File: config.mk
export PLATFORM = sky130hd
export DESIGN_NAME = pixhist_match
export DESIGN_NICKNAME = d
export VERILOG_FILES = /design/src/rtl/pixhist_pkg.sv /design/src/rtl/pixhist_chan.sv /design/src/rtl/pixhist_match.sv
export SDC_FILE = /design/constraint.sdc
export NUM_CORES = 1
export LEC_CHECK = 0
export ABC_AREA = 0
export CORE_MARGIN = 4
export CORE_UTILIZATION = 37
export CTS_CLUSTER_SIZE = 16
export DETAILED_ROUTE_END_ITERATION = 6
export SLEW_MARGIN = 20
export SYNTH_ARGS = -nofsm -noshare
export SYNTH_HDL_FRONTEND = slang
export SYNTH_HIERARCHICAL = 1
export SYNTH_SLANG_ARGS = --single-unit
File: constraint.sdc
create_clock -name i_clk -period 2.9 [get_ports i_clk]
set_input_delay 0.725 -clock i_clk [delete_from_list [all_inputs] [get_ports i_clk]]
set_output_delay 0.725 -clock i_clk [all_outputs]
set_load 0.03 [all_outputs]
File: src/rtl/pixhist_pkg.sv
// Shared register map, CTRL layout and field offsets for the pixel-match histogram counter.
// Saturating counters are built when PIXHIST_SATURATE_EN is defined; otherwise counters wrap.
package pixhist_pkg;

    localparam int unsigned AddrCtrl      = 0;
    localparam int unsigned AddrStatus    = 1;
    localparam int unsigned AddrMatchBase = 2;
    localparam int unsigned AddrCountBase = 3;

    localparam int unsigned CtrlEnBit      = 0;
    localparam int unsigned CtrlOneshotBit = 1;
    localparam int unsigned CtrlIeBit      = 2;
    localparam int unsigned CtrlRdyBit     = 8;
    localparam int unsigned CtrlSeqLsb     = 16;
    localparam int unsigned SeqW           = 16;

    localparam int unsigned MaskLsb = 16;

    typedef struct packed {
        logic [SeqW-1:0] seq;
        logic            rdy;
        logic            ie;
        logic            oneshot;
        logic            en;
    } ctrl_t;

    function automatic logic [31:0] ctrl_word(input ctrl_t c);
        logic [31:0] w;
        w                        = '0;
        w[CtrlEnBit]             = c.en;
        w[CtrlOneshotBit]        = c.oneshot;
        w[CtrlIeBit]             = c.ie;
        w[CtrlRdyBit]            = c.rdy;
        w[CtrlSeqLsb +: SeqW]    = c.seq;
        return w;
    endfunction

endpackage

File: src/rtl/pixhist_chan.sv
// One colour channel: match/mask registers, compare stage, interval counter and snapshot.
// With PIXHIST_SATURATE_EN defined the counter and snapshot saturate and overflow is flagged.
module pixhist_chan
    import pixhist_pkg::*;
#(
    parameter int unsigned PW = 10,
    parameter int unsigned CW = 32
) (
    input  logic          i_clk,
    input  logic          i_reset,
    input  logic          i_en,
    input  logic          i_pix_valid,
    input  logic [PW-1:0] i_pix,
    input  logic          i_pps,
    input  logic          i_wr,
    input  logic [PW-1:0] i_wr_match,
    input  logic [PW-1:0] i_wr_mask,
    output logic [31:0]   o_match_word,
    output logic [CW-1:0] o_snap,
    output logic          o_ovf
);

    logic [PW-1:0] match_q, mask_q;
    logic          inc_q;
    logic [CW-1:0] cnt_q, snap_q;
    logic          sat_q, ovf_q;

    logic [CW:0]   sum_wide;
    logic [CW-1:0] sum;
    logic          sum_ovf;

    assign sum_wide = {1'b0, cnt_q} + {{CW{1'b0}}, inc_q};

`ifdef PIXHIST_SATURATE_EN
    assign sum     = sum_wide[CW] ? {CW{1'b1}} : sum_wide[CW-1:0];
    assign sum_ovf = sum_wide[CW];
`else
    logic unused_carry;
    assign unused_carry = sum_wide[CW];
    assign sum          = sum_wide[CW-1:0];
    assign sum_ovf      = 1'b0;
`endif

    always_ff @(posedge i_clk) begin
        if (i_reset) begin
            match_q <= '0;
            mask_q  <= '0;
            inc_q   <= 1'b0;
            cnt_q   <= '0;
            snap_q  <= '0;
            sat_q   <= 1'b0;
            ovf_q   <= 1'b0;
        end else begin
            if (i_wr) begin
                match_q <= i_wr_match;
                mask_q  <= i_wr_mask;
            end
            inc_q <= i_en && i_pix_valid && (((i_pix ^ match_q) & mask_q) == '0);
            // The increment in flight on the strobe cycle belongs to the closing interval.
            if (i_pps) begin
                snap_q <= sum;
                cnt_q  <= '0;
                ovf_q  <= sat_q | sum_ovf;
                sat_q  <= 1'b0;
            end else begin
                cnt_q <= sum;
                sat_q <= sat_q | sum_ovf;
            end
        end
    end

    always_comb begin
        o_match_word                = '0;
        o_match_word[PW-1:0]        = match_q;
        o_match_word[MaskLsb +: PW] = mask_q;
    end

    assign o_snap = snap_q;
    assign o_ovf  = ovf_q;

endmodule

File: src/rtl/pixhist_match.sv
// Pixel-match histogram counter top: CTRL/STATUS/SEQ, Wishbone decode and read mux.
// Define PIXHIST_SATURATE_EN for saturating counters with per-channel overflow status.
module pixhist_match
    import pixhist_pkg::*;
#(
    parameter int unsigned NCHAN = 3,
    parameter int unsigned PW    = 10,
    parameter int unsigned CW    = 32,
    localparam int unsigned AW   = $clog2(2*NCHAN+2)
) (
    input  logic              i_clk,
    input  logic              i_reset,
    input  logic              i_pix_valid,
    input  logic [NCHAN*PW-1:0] i_pixels,
    input  logic              i_pps,
    input  logic              i_wb_cyc,
    input  logic              i_wb_stb,
    input  logic              i_wb_we,
    input  logic [AW-1:0]     i_wb_addr,
    input  logic [31:0]       i_wb_data,
    output logic              o_wb_stall,
    output logic              o_wb_ack,
    output logic [31:0]       o_wb_data,
    output logic              o_int
);

    ctrl_t       ctrl_q;
    logic        ack_q;
    logic [31:0] rdata_q;

    logic             bus_stb, bus_wr, wr_ctrl;
    logic [NCHAN-1:0] wr_match;
    logic [NCHAN-1:0] ovf;
    logic [31:0]      match_word [NCHAN];
    logic [CW-1:0]    snap       [NCHAN];
    logic [31:0]      rd_mux;

    logic unused_wdata;
    assign unused_wdata = ^i_wb_data;

    assign bus_stb = i_wb_cyc && i_wb_stb;
    assign bus_wr  = bus_stb && i_wb_we;
    assign wr_ctrl = bus_wr && (i_wb_addr == AW'(AddrCtrl));

    always_comb begin
        wr_match = '0;
        for (int k = 0; k < int'(NCHAN); k++) begin
            wr_match[k] = bus_wr && (i_wb_addr == AW'(AddrMatchBase + 2 * k));
        end
    end

    for (genvar k = 0; k < int'(NCHAN); k++) begin : g_chan
        pixhist_chan #(
            .PW (PW),
            .CW (CW)
        ) u_chan (
            .i_clk        (i_clk),
            .i_reset      (i_reset),
            .i_en         (ctrl_q.en),
            .i_pix_valid  (i_pix_valid),
            .i_pix        (i_pixels[k*PW +: PW]),
            .i_pps        (i_pps),
            .i_wr         (wr_match[k]),
            .i_wr_match   (i_wb_data[PW-1:0]),
            .i_wr_mask    (i_wb_data[MaskLsb +: PW]),
            .o_match_word (match_word[k]),
            .o_snap       (snap[k]),
            .o_ovf        (ovf[k])
        );
    end

    // Unmapped addresses fall through to zero.
    always_comb begin
        rd_mux = '0;
        if (i_wb_addr == AW'(AddrCtrl)) begin
            rd_mux = ctrl_word(ctrl_q);
        end else if (i_wb_addr == AW'(AddrStatus)) begin
            rd_mux = 32'(ovf);
        end
        for (int k = 0; k < int'(NCHAN); k++) begin
            if (i_wb_addr == AW'(AddrMatchBase + 2 * k)) begin
                rd_mux = match_word[k];
            end
            if (i_wb_addr == AW'(AddrCountBase + 2 * k)) begin
                rd_mux = 32'(snap[k]);
            end
        end
    end

    always_ff @(posedge i_clk) begin
        if (i_reset) begin
            ctrl_q  <= '0;
            ack_q   <= 1'b0;
            rdata_q <= '0;
        end else begin
            ack_q <= bus_stb;
            if (bus_stb) begin
                rdata_q <= rd_mux;
            end
            // A CTRL write beats the one-shot auto-clear of EN.
            if (wr_ctrl) begin
                ctrl_q.en      <= i_wb_data[CtrlEnBit];
                ctrl_q.oneshot <= i_wb_data[CtrlOneshotBit];
                ctrl_q.ie      <= i_wb_data[CtrlIeBit];
            end else if (i_pps && ctrl_q.oneshot) begin
                ctrl_q.en <= 1'b0;
            end
            // Snapshot-ready set beats a same-cycle write-1-clear.
            if (i_pps) begin
                ctrl_q.rdy <= 1'b1;
                ctrl_q.seq <= ctrl_q.seq + 16'd1;
            end else if (wr_ctrl && i_wb_data[CtrlRdyBit]) begin
                ctrl_q.rdy <= 1'b0;
            end
        end
    end

    assign o_wb_stall = 1'b0;
    assign o_wb_ack   = ack_q;
    assign o_wb_data  = rdata_q;
    assign o_int      = ctrl_q.rdy && ctrl_q.ie;

endmodule
# Word-level counts from Yosys, hierarchy flattened
# Index checks and enable logic that the tools add are counted.
dict set report word_totals {
  wordCells 69
  output_inout_bits 35
  regBits 308
  input_bits 72
}
dict set report classes {
  reduce_logical 20
  n_bitwise 6
  muxes 11
  eq_ne 6
  add_sub_neg 4
}
# op count
set op_table {}
lappend op_table {{two-way mux 32 bit} 7}
lappend op_table {{adder 32 x 1 -> 32 bit} 3}
lappend op_table {{bitwise AND 10 bit} 3}
lappend op_table {{logical NOT 10 bit} 3}
lappend op_table {{XOR 10 bit} 3}
lappend op_table {{adder 16 x 1 -> 16 bit (second input constant)} 1}
lappend op_table {{logical AND 1 bit} 13}
lappend op_table {{== test 3 bit (second input constant)} 4}
lappend op_table {{== test 3 x 2 -> 1 bit (second input constant)} 2}
lappend op_table {{two-way mux 1 bit} 4}
lappend op_table {{nonzero test 2 bit} 2}
lappend op_table {{logical NOT 3 bit} 1}
lappend op_table {{OR reduction 2 bit} 1}

# Depth between registers and ports, before layout
dict set report logic_depth {
  word_depth 8
  mapped_depth 7
  mapped_depth_nobuf 6
}

# Hierarchy
# Netlist, hierarchy kept.
# module seq_area_each_um2 cells_each area_per_inst_um2 instances
set by_module_without_submodules {}
lappend by_module_without_submodules {pixhist_chan 1701.6 378 3525.9 3}
lappend by_module_without_submodules {pixhist_match 1061.0 477 3988.8 1}

# Worst setup path after synthesis
# Ideal clock, no wire load.
dict set report synth_timing {
  path_kind {reg-to-reg}
  startpoint {reg g_chan[0].u_chan.inc_q}
  endpoint {reg g_chan[0].u_chan.snap_q[24]}
  synth_period_minus_slack_ns 2.353
  setup_time_ns 0.091
  required_ns 2.809
  stages_incl_launch_ff 8
  arrival_time_ns 2.262
  setup_slack_ns 0.547
  path_buffers 1
  cell_sequence {dfxtp_1 > ha_1 > ha_1 > nand4_2 > or4_4 > buf_6 > or4_4 > a311oi_1}
}
dict set report synth_between {
  elab_chain_cells 1
}
# item line_no
set synth_lines {}
lappend synth_lines {{start, declared} pixhist_chan.sv:24} ;# logic inc_q;
lappend synth_lines {{start signal, assigned} pixhist_chan.sv:58} ;# inc_q <= i_en && i_pix_valid && (((i_pix ^ match_q) & mask_q) == '0);
lappend synth_lines {{adder 32 x 1 -> 32 bit} pixhist_chan.sv:32} ;# assign sum_wide = {1'b0, cnt_q} + {{CW{1'b0}}, inc_q};
lappend synth_lines {{end signal, assigned} pixhist_chan.sv:61} ;# snap_q <= sum;
lappend synth_lines {{end, declared} pixhist_chan.sv:25} ;# logic [CW-1:0] cnt_q, snap_q;
# Every way passes these cells.
# A chain may end at the register's enable or synchronous reset.

# Worst setup path in the final report
dict set report layout_timing {
  startpoint {reg g_chan[2].u_chan.inc_q}
  endpoint {reg g_chan[2].u_chan.snap_q[22]}
}
dict set report layout_between {
  elab_chain_cells 1
}
# item line_no
set layout_lines {}
lappend layout_lines {{start, declared} pixhist_chan.sv:24}
lappend layout_lines {{start signal, assigned} pixhist_chan.sv:58}
lappend layout_lines {{adder 32 x 1 -> 32 bit} pixhist_chan.sv:32}
lappend layout_lines {{end signal, assigned} pixhist_chan.sv:61}
lappend layout_lines {{end, declared} pixhist_chan.sv:25}
# Every way passes these cells.

==> out/results.ini <==
[pwr]
switching_power_mw=2.30
combPwrFrac_pct=8.0
intPower_mw=7.52
seq_power_share_pct=44.9
pwr-share-clk_pct=47.0
powerDensity_mw_per_mm2=577
p_sw_share_pct=23.4
p_leak_nw=5.80
peakVddDrop_uv=349

[place]
place_area_mm2=0.0158
dp_hpwl_mm=32.8
placed_cells=2155
portBuffers=93
globalplace.congestion=0.889

[sta]
hold_viol=0
fin_setup_tns_ns=0
fin_skew_ns=0.0198
fin_crit_ns=2.48
relSlewSlack_pct=43.1
period_share_pct=85.5
worstMarginPinSlew_ns=0.851
drv_slew=0
setup_viol_count_final=0
timing.fmax_mhz=403
rsz0062_at_grt=no

[clock_tree]
cts_sinks=308
cts_tree=yes
clk_pin_slew_ns=0.06
clk_path_buf_depth=3
cts_buffers=34
postCtsSetupBuffers=0
cts_root_buf=clkbuf_16
htreeDepth=2
clk_latency_ns=0.52
cts_hold_buf=0
post_cts_resized=0

[setup_path]
worstPathMaxFanout=11
cp_num_buf_inv=0
path_class=reg -> reg
path_common_cell=ha_1
cp_slowest_cell=or4_4
arrival_ns=2.91
path_delay_family=simple AND/OR/NAND/NOR gates
cp-end-kind=register
path_cells=ha_1 > ha_1 > nand4_2 > or4_4 > or4_1 > a311oi_1
worstSetupStartpointType=register
critPathMaxStageDelay_ns=0.59
worstPathRequired_ns=3.33

[cells_and_area]
syn_to_final_growth_pct=16.9
fin_cells=2217
antenna_cells=0
fin_util_pct=43.8
nNetsFinal=1752
final_common_cell=dfxtp_1
drive_above_1_share_pct=9.59
fin_area_mm2=0.0170
layout_common_cells=dfxtp_1 (308), nor2_1 (269), mux2i_1 (106)

[logic_synthesis]
yosysSeqAreaShare_pct=42.3
ys_async_sr_fraction_pct=0
netlist_instances=1611
yosysUniqueCellTypes=78
synth-main-ff-cell=dfxtp_1
yosysWarnings=6
ys_seq_elements=308
synth_edf_count=0
synth_area_mm2=0.0146
avgSynthCellArea_um2=9.04

[global_route]
grt-ovfl-total=0
grt_pass1_vias=11718
grt_pass1_wl_mm=67.6
use_met3_pct=3.56
use_met2_pct=34.0
antenna_found_initial=0
grt_max_degree=70
track_usage_pct=20.4
grt_busiest_layer=met2
use_met1_pct=26.0

[drt]
wl_per_cell_um=20.0
viasPerCell=5.50
dr.pass1.iters=5
drt_iter0_markers=949
drc=0
vias=12189
antenna_left=0
wirelength_mm=44.2

[floorplan]
core.rowCount=72
die-width_um=206
coreArea_mm2=0.0388
num_io_pins=107
die_y_um=206
die_area_mm2=0.0426
start_util_pct=37.5

[status]
status=finished, final reports clean

[flow_run]
drv_cap=0

[min_path]
worst_hold_path_type=reg -> reg

-- state kept, by name (all words and copies together), names as in the netlist --
register,cells
ctrl_q,20
g_chan.u_chan/inc_q,3
g_chan.u_chan/o_snap,96
o_wb_ack,1
g_chan.u_chan/cnt_q,96
o_wb_data,32
g_chan.u_chan/match_q,30
g_chan.u_chan/mask_q,30
-- layout make-up --
type                       instances  area, µm²
sequential                       308       6170
multi-input combinational       1183       7670
clock buffer                      48       1010
inverter                          11       41.3
timing repair buffer             135       1300
tap                              518        648
fill                            3793      21800
clock inverter                    14        195
-- worst reg2reg max path, cell delays in order, from the launching register on --
cell	delay, ns
dfxtp_1	0.31
ha_1	0.25
ha_1	0.26
nand4_2	0.14
or4_4	0.59
or4_1	0.56
a311oi_1	0.28
-- Yosys cell counts, drive strengths merged, types with 11 or more instances --
library cell | count | area (µm²)
a221oi | 15 | 131
nand3 | 53 | 265
mux2 | 28 | 315
a211oi | 51 | 383
xnor2 | 40 | 350
or3 | 23 | 144
or4 | 33 | 270
o31ai | 18 | 135
inv | 11 | 41.3
o21ai | 52 | 260
xor2 | 46 | 403
mux2i | 106 | 1060
nand4 | 31 | 228
a21oi | 79 | 395
nand2 | 58 | 220
nor2 | 271 | 1020
and3 | 11 | 68.8
nor4 | 19 | 140
buf | 82 | 603
o221ai | 12 | 105
nor3 | 23 | 131
o21a | 11 | 82.6
a311oi | 44 | 385
dfxtp | 308 | 6170
clkbuf | 63 | 238
-- cell families (layout without fill, tap and decap cells) --
group                      after synthesis  count (layout)  synth area share [%]
xor gates and xnor gates                86              86                  5.17
buffers and inverters                  156             208                  6.06
adders and majority gates                7               7                 0.601
other                                    4              40                 0.103
muxes                                  135             135                  9.60
DFF                                    308             308                  42.3
AOI/OAI and AO/OA                      341             341                  16.3
and+or+nand+nor                        574             574                  19.9
-- worst paths after layout --
path / start / end / slack (ns) / cells after the start
worst min-delay path: o_wb_data[4]$_SDFFE_PP0P_ / o_wb_data[4]$_SDFFE_PP0P_ / 0.48 / 2
worst min register to register: o_wb_data[4]$_SDFFE_PP0P_ / o_wb_data[4]$_SDFFE_PP0P_ / 0.48 / 2
worst max-delay path: g_chan[2].u_chan/inc_q$_SDFF_PP0_ / g_chan[2].u_chan/o_snap[22]$_SDFFE_PP0P_ / 0.42 / 6
worst max register to register: g_chan[2].u_chan/inc_q$_SDFF_PP0_ / g_chan[2].u_chan/o_snap[22]$_SDFFE_PP0P_ / 0.42 / 6
-- layer usage --
layer	up-vias	share of wire, %
li1	5946	-
met1	5800	43
met2	371	47
met3	72	5.6
met4	0	3.9
met5	-	0
-- power by group through the flow --
stage          registers [mW]  clock network, mW  logic (mW)
2_1_floorplan            4.51                  0       0.484
3_5_place_dp             4.50                  0       0.784
3_3_place_gp             4.50                  0       0.779
5_1_grt                  4.41               4.87       0.851
6_report                 4.41               4.62       0.789
4_1_cts                  4.41               4.70       0.786
-- metrics by stage --
step	worst slack (ns)	total power [mW]	hold WS, ns
floorplan	0.547	4.99	0.458
global placement	0.332	5.28	0.468
detailed placement	0.284	5.29	0.457
CTS	0.436	9.89	0.482
global route	0.294	10.1	0.505
finish	0.420	9.82	0.481
Note: power is estimated with default switching activity, not from simulation.
